<file path="src/rtl/rule_accum.sv">
// Rule-aggregation stage ahead of the defuzzifier: accumulates Σw and Σ(w·g) over a
// frame of fired rules, then presents the sums with a one-cycle start pulse.
module rule_accum #(
    parameter int CNT_W = 10
) (
    input  logic             clk,
    input  logic             rst_n,
    input  logic             rule_valid,
    output logic             rule_ready,
    input  logic [15:0]      rule_w,
    input  logic [15:0]      rule_g,
    input  logic             rule_last,
    output logic [23:0]      S_w,
    output logic [31:0]      S_wg,
    output logic             start,
    output logic [CNT_W-1:0] n_rules,
    output logic             sat
);

    typedef enum logic [1:0] {IDLE, ACC, FLUSH, EMIT} state_t;

    localparam logic [15:0] Q_ONE = 16'h8000;

    state_t             state, state_nxt;
    logic               accepting;
    logic               xfer;

    logic [15:0]        w_c, g_c;
    logic               clamp_hit;

    logic               s1_valid;
    logic [15:0]        s1_w;
    logic [31:0]        s1_p;

    logic [23:0]        acc_w, acc_w_add;
    logic [31:0]        acc_wg, acc_wg_add;
    logic [24:0]        sum_w;
    logic [32:0]        sum_wg;
    logic               add_sat;
    logic               sat_flag;
    logic [CNT_W-1:0]   cnt;

    // Ready is forced low while reset is held so no beat is taken during reset.
    assign rule_ready = rst_n & accepting;
    assign xfer       = rule_valid & rule_ready;

    always_comb begin
        state_nxt = state;
        accepting = 1'b0;
        start     = 1'b0;
        case (state)
            IDLE: begin
                accepting = 1'b1;
                if (xfer) state_nxt = rule_last ? FLUSH : ACC;
            end
            ACC: begin
                accepting = 1'b1;
                if (xfer && rule_last) state_nxt = FLUSH;
            end
            FLUSH: state_nxt = EMIT;
            EMIT: begin
                start     = 1'b1;
                state_nxt = IDLE;
            end
            default: state_nxt = IDLE;
        endcase
    end

    always_comb begin
        w_c       = (rule_w > Q_ONE) ? Q_ONE : rule_w;
        g_c       = (rule_g > Q_ONE) ? Q_ONE : rule_g;
        clamp_hit = (rule_w > Q_ONE) || (rule_g > Q_ONE);
    end

    // Stage-2 adders; a carry pins the accumulator at all-ones, and since adding to
    // all-ones either keeps it or carries again, the saturation sticks for the frame.
    always_comb begin
        sum_w      = {1'b0, acc_w} + {9'b0, s1_w};
        sum_wg     = {1'b0, acc_wg} + {1'b0, s1_p};
        acc_w_add  = acc_w;
        acc_wg_add = acc_wg;
        add_sat    = 1'b0;
        if (s1_valid) begin
            acc_w_add  = sum_w[24]  ? {24{1'b1}} : sum_w[23:0];
            acc_wg_add = sum_wg[32] ? {32{1'b1}} : sum_wg[31:0];
            add_sat    = sum_w[24] | sum_wg[32];
        end
    end

    always_ff @(posedge clk) begin
        if (!rst_n) begin
            state    <= IDLE;
            s1_valid <= 1'b0;
            s1_w     <= '0;
            s1_p     <= '0;
            acc_w    <= '0;
            acc_wg   <= '0;
            sat_flag <= 1'b0;
            cnt      <= '0;
            S_w      <= '0;
            S_wg     <= '0;
            n_rules  <= '0;
            sat      <= 1'b0;
        end else begin
            state    <= state_nxt;
            s1_valid <= xfer;
            if (xfer) begin
                s1_w <= w_c;
                s1_p <= {16'b0, w_c} * {16'b0, g_c};
            end

            if (state == EMIT) begin
                acc_w    <= '0;
                acc_wg   <= '0;
                sat_flag <= 1'b0;
                cnt      <= '0;
            end else begin
                acc_w    <= acc_w_add;
                acc_wg   <= acc_wg_add;
                sat_flag <= sat_flag | add_sat | (xfer & clamp_hit);
                if (xfer && cnt != {CNT_W{1'b1}}) cnt <= cnt + CNT_W'(1);
            end

            // The last beat's add lands in FLUSH, so outputs take the post-add values.
            if (state == FLUSH) begin
                S_w     <= acc_w_add;
                S_wg    <= acc_wg_add;
                n_rules <= cnt;
                sat     <= sat_flag | add_sat;
            end
        end
    end

endmodule

</file>
<file path="config.mk">
export PLATFORM = sky130hd
export DESIGN_NAME = rule_accum
export DESIGN_NICKNAME = d
export VERILOG_FILES = /design/src/rtl/rule_accum.sv
export SDC_FILE = /design/constraint.sdc
export NUM_CORES = 1
export LEC_CHECK = 0
export ABC_CLOCK_PERIOD_IN_PS = 8300
export CORE_ASPECT_RATIO = 0.7
export CORE_MARGIN = 2
export CORE_UTILIZATION = 35
export CTS_BUF_LIST = sky130_fd_sc_hd__clkbuf_8
export DETAILED_ROUTE_END_ITERATION = 6
export GPL_TIMING_DRIVEN = 0
export PLACE_DENSITY = 0.56
export RECOVER_POWER = 50
export SLEW_MARGIN = 20
export SYNTH_ARGS = -nofsm -noshare
export SYNTH_HDL_FRONTEND = slang
export SYNTH_SLANG_ARGS = --single-unit
</file>
<file path="constraint.sdc">
create_clock -name clk -period 8.3 [get_ports clk]
set_input_delay 0.83 -clock clk [delete_from_list [all_inputs] [get_ports clk]]
set_output_delay 0.83 -clock clk [all_outputs]
set_load 0.005 [all_outputs]
</file>
==> qor.log, run 1 <==
qor: status.status complete, but fails checks
qor: status.violations max-capacitance violations, max-slew violations
qor: timing.rsz0062_at_grt yes
qor: global_routing.grt_max_degree 18
qor: critical_path.timing.critical_path.fanout_max 10
qor: critical_path.r2r_setup_slack 3.67 ns
qor: timing.finalCritPeriodShare 96.5%
qor: clock_tree.tritoncts_clock_tree done
qor: critical_path.critPathLaunchType primary input
qor: placed_design.post-place-cells 2,908
qor: logic_synthesis.post_synth_edffs 0
qor: placed_design.detailedPlacementHpwl 45.6 mm
qor: detailed_routing.drcViolationCount 0
qor: logic_synthesis.synth_top_area_cell sky130_fd_sc_hd__fa_1
qor: critical_path.timing.critical_path.slowest_cell_delay 0.60 ns
qor: logic_synthesis.synth_warnings 0
qor: logic_synthesis.synth_async_sr_flop_share 0%
qor: timing.slew-limit-headroom -21.7%
qor: logic_synthesis.postSynthCellCount 2,140
qor: critical_path.setup.worst_path.class in -> reg
qor: final_layout.final_cells 2,939
qor: logic_synthesis.syn_area_per_cell 8.25 um^2
qor: power.clock_power_share 16.6%
qor: critical_path.worstSetupEndpointType register
qor: timing.fin_worst_hold_slack 0.467 ns
qor: logic_synthesis.ys_seq_elements 185
qor: clock_tree.path_clk_slew 0.10 ns
qor: logic_synthesis.synth_sequential_area_ratio 21.0%
qor: timing.number_of_setup_violations_in_the_final_report 0
qor: logic_synthesis.synth.distinct_cells 72
qor: floorplanning.chipWidth 272 um
qor: timing.measured_slew_at_the_worst_slew_check_pin 1.81 ns
qor: clock_tree.ctsLongestPathBuffers 2
qor: global_routing.global_route.overflow_total 0
qor: final_layout.fin_nets 2,650
qor: global_routing.first_global_vias 15,300
qor: final_layout.area_growth_syn_to_layout 12.8%
qor: floorplanning.dieArea 52,300 um^2
qor: clock_tree.cts-htree-levels 4
qor: logic_synthesis.ys_dominant_reg_cell sky130_fd_sc_hd__dfxtp_1
qor: floorplanning.design.core.area 49,500 um^2
qor: logic_synthesis.synth.cells.most_frequent sky130_fd_sc_hd__inv_1 (266), sky130_fd_sc_hd__nor2_1 (252), sky130_fd_sc_hd__nand2_1 (235), sky130_fd_sc_hd__fa_1 (196), sky130_fd_sc_hd__dfxtp_1 (185)
qor: placed_design.gpl.final_weighted_congestion 0.907
qor: placed_design.placed_cell_area 19,500 um^2
qor: floorplanning.floorplan.initialDensity 35.6%
qor: power.p_comb_share 52.3%
qor: power.power.static_leakage 9.10 nW
qor: final_layout.insertedDiodeCount 0
qor: logic_synthesis.synth_top_cell_area_share 22.2%
qor: global_routing.groute.usage.overall 21.7%
qor: timing.hold_violations 0
qor: logic_synthesis.syn-num-nets 2,529
qor: timing.min_tclk_post_route 8.01 ns
qor: placed_design.place.port_buffers 103
qor: global_routing.antenna_found_initial 1
qor: final_layout.fraction_of_layout_cells_with_a_size_suffix_above_1 3.12%
qor: critical_path.cp.arrival 8.39 ns
qor: power.fin_total_pwr 3.75 mW
qor: hold_path.worst_hold_path_type reg -> reg
qor: detailed_routing.initialDrtViolationCount 1,249
qor: floorplanning.placement_rows 68
qor: power.power.density 188 nW/um^2
qor: clock_tree.post-cts-setup-buffer-count 0
qor: logic_synthesis.mappedNetlistArea 17,700 um^2
qor: timing.final.setup.tns 0 ns
qor: detailed_routing.detailroute.via_count 15,400
qor: clock_tree.cts.sink_count 185
qor: critical_path.critical-path-top-cell-by-count sky130_fd_sc_hd__fa_1
qor: logic_synthesis.synthMostInstantiatedCell sky130_fd_sc_hd__inv_1
qor: power.switching_power 1.70 mW
qor: floorplanning.pin_count 105
qor: critical_path.worstPathRequired 8.67 ns
qor: timing.clock-skew-final 0.0157 ns
qor: detailed_routing.number_of_optimization_iterations_in_the_first_detailed_route_pass 5
qor: global_routing.grt_first_pass_wirelength 86.9 mm
qor: clock_tree.cts_buffers 17
qor: floorplanning.floorplan.die.height 192 um
qor: clock_tree.clock_latency 0.49 ns
qor: logic_synthesis.synth.top_cells.by_area sky130_fd_sc_hd__fa_1 (22%), sky130_fd_sc_hd__dfxtp_1 (21%), sky130_fd_sc_hd__ha_1 (11%)
qor: detailed_routing.avgViaCountPerCell 5.23
qor: power.vdd_ir_drop_max 0.108 mV
qor: detailed_routing.ant_nets 0
qor: detailed_routing.wire_per_inst 18.9 um
qor: timing.achievable-frequency 125 MHz
qor: critical_path.slowest_stage sky130_fd_sc_hd__a221oi_2
qor: power.pwr-share-seq 31.0%
qor: clock_tree.cell_at_the_root_of_the_clock_tree sky130_fd_sc_hd__clkbuf_8
qor: flow_run.max_cap_viol_count 1
qor: power.switching_share_of_total_power 45.3%
qor: detailed_routing.wire_length_reported_by_the_detailed_router 55.5 mm
qor: final_layout.design_area 19,900 um^2
qor: timing.slew_violations 11
qor: power.cell_internal_pwr 2.05 mW
## metal layers
| metal | wire length (um) | track usage [%] | vias to the layer above |
|---|---|---|---|
| li1 | - | - | 7255 |
| met1 | 26800 | 31.3 | 7595 |
| met2 | 23400 | 33.0 | 446 |
| met3 | 3950 | 4.45 | 66 |
| met4 | 1270 | 5.71 | 0 |
| met5 | 0 | 0 | - |
## path summary, 6_finish.rpt
| check | start | to | cells past startpoint |
|---|---|---|---|
| worst max-delay path | rule_g[12] | s1_p[29]$_SDFFE_PN0P_ | 28 |
| worst min-delay path | S_w[9]$_SDFFE_PN0P_ | S_w[9]$_SDFFE_PN0P_ | 2 |
| worst max register to register | s1_p[0]$_SDFFE_PN0P_ | S_wg[17]$_SDFFE_PN0P_ | 13 |
| worst min register to register | S_w[9]$_SDFFE_PN0P_ | S_w[9]$_SDFFE_PN0P_ | 2 |
## layout by cell type (no fill, tap or decap), drive strengths merged, types with 11 or more instances in the layout
cell type	instances
a211oi	18
a21o	31
a21oi	106
a31oi	23
and2	31
and3	13
buf	12
clkbuf	111
clkdlybuf4s50	33
dfxtp	185
dlygate4sd3	70
fa	196
ha	157
inv	273
mux2i	23
nand2	235
nand2b	23
nand3	81
nand4	12
nor2	252
nor2b	23
nor3	21
nor4	11
o21ai	124
o21bai	15
o22ai	20
or2	13
xnor2	44
xor2	34
## worst max-delay path, delay by kind of cell
kind	cells	cell delay, ns
AOI/OAI and AO/OA	5	1.27
xor gates and xnor gates	1	0.22
adders and majority gates	7	3.43
buffers and inverters	7	1.06
and+or+nand+nor	8	1.57
## cell families after synthesis
family | after synthesis | share of synthesized area (%)
AOI/OAI and AO/OA | 401 | 14.2
xor gates and xnor gates | 78 | 3.87
adders and majority gates | 353 | 33.4
buffers and inverters | 371 | 7.95
DFF | 185 | 21.0
muxes | 23 | 1.30
and+or+nand+nor | 729 | 18.4
## flip-flops by register name, summed over array words and instances (netlist names)
signal and flops:
sat_flag 1, cnt 10, n_rules 10, sat 1, s1_p 32, s1_valid 1
S_wg 32, state 2, s1_w 16, acc_w 24, acc_wg 32, S_w 24
## power by group through the flow
stage                     Clock [mW]  Sequential, mW  Combinational, mW
final                          0.623            1.16               1.96
after global routing           0.675            1.18               2.21
after CTS                      0.637            1.17               1.97
after detailed placement           0            1.19               1.95
after global placement             0            1.18               1.94
after floorplan                    0            1.15               1.34
## cell type report
| type | instances | area [um^2] |
|---|---|---|
| plain buffers | 104 | 410 |
| clock buffers | 19 | 262 |
| clock inverters | 13 | 131 |
| fillers | 5049 | 29600 |
| inverters | 266 | 998 |
| multi-input cells | 1584 | 12500 |
| flip-flops and latches | 185 | 3700 |
| well taps | 665 | 832 |
| repair buffers | 103 | 1030 |
## metrics by stage
step                      setup slack (ns)  util, %
after global placement              -0.664     39.4
after floorplan                       1.17        -
after CTS                            0.149     40.2
final                                0.287     40.2
after global routing               -0.0409     40.2
after detailed placement            -0.615     39.4
## repair_timing
item	CTS	global route
resized for setup	1	19
endpoints found under the hold margin	0	0
endpoints found under the setup margin	2	9
hold buffers	0	0
Power figures use the tool's default switching activity.
==> inputs of run 2 (changes only) <==
--- a/config.mk
+++ b/config.mk
@@ -14,7 +14,6 @@
 export GPL_TIMING_DRIVEN = 0
 export PLACE_DENSITY = 0.56
 export RECOVER_POWER = 50
-export SLEW_MARGIN = 20
 export SYNTH_ARGS = -nofsm -noshare
 export SYNTH_HDL_FRONTEND = slang
 export SYNTH_SLANG_ARGS = --single-unit
==> results of run 2 <==
The final DEF is identical to that of run 1; final timing and power are the same.
==> inputs of run 3 (changes only) <==
--- a/config.mk
+++ b/config.mk
@@ -6,10 +6,12 @@
 export NUM_CORES = 1
 export LEC_CHECK = 0
 export ABC_CLOCK_PERIOD_IN_PS = 8300
+export CAP_MARGIN = 20
 export CORE_ASPECT_RATIO = 0.7
 export CORE_MARGIN = 2
 export CORE_UTILIZATION = 35
 export CTS_BUF_LIST = sky130_fd_sc_hd__clkbuf_8
+export CTS_CLUSTER_SIZE = 40
 export DETAILED_ROUTE_END_ITERATION = 6
 export GPL_TIMING_DRIVEN = 0
 export PLACE_DENSITY = 0.56
==> results of run 3 <==
The final DEF is identical to that of run 1; final timing and power are the same.
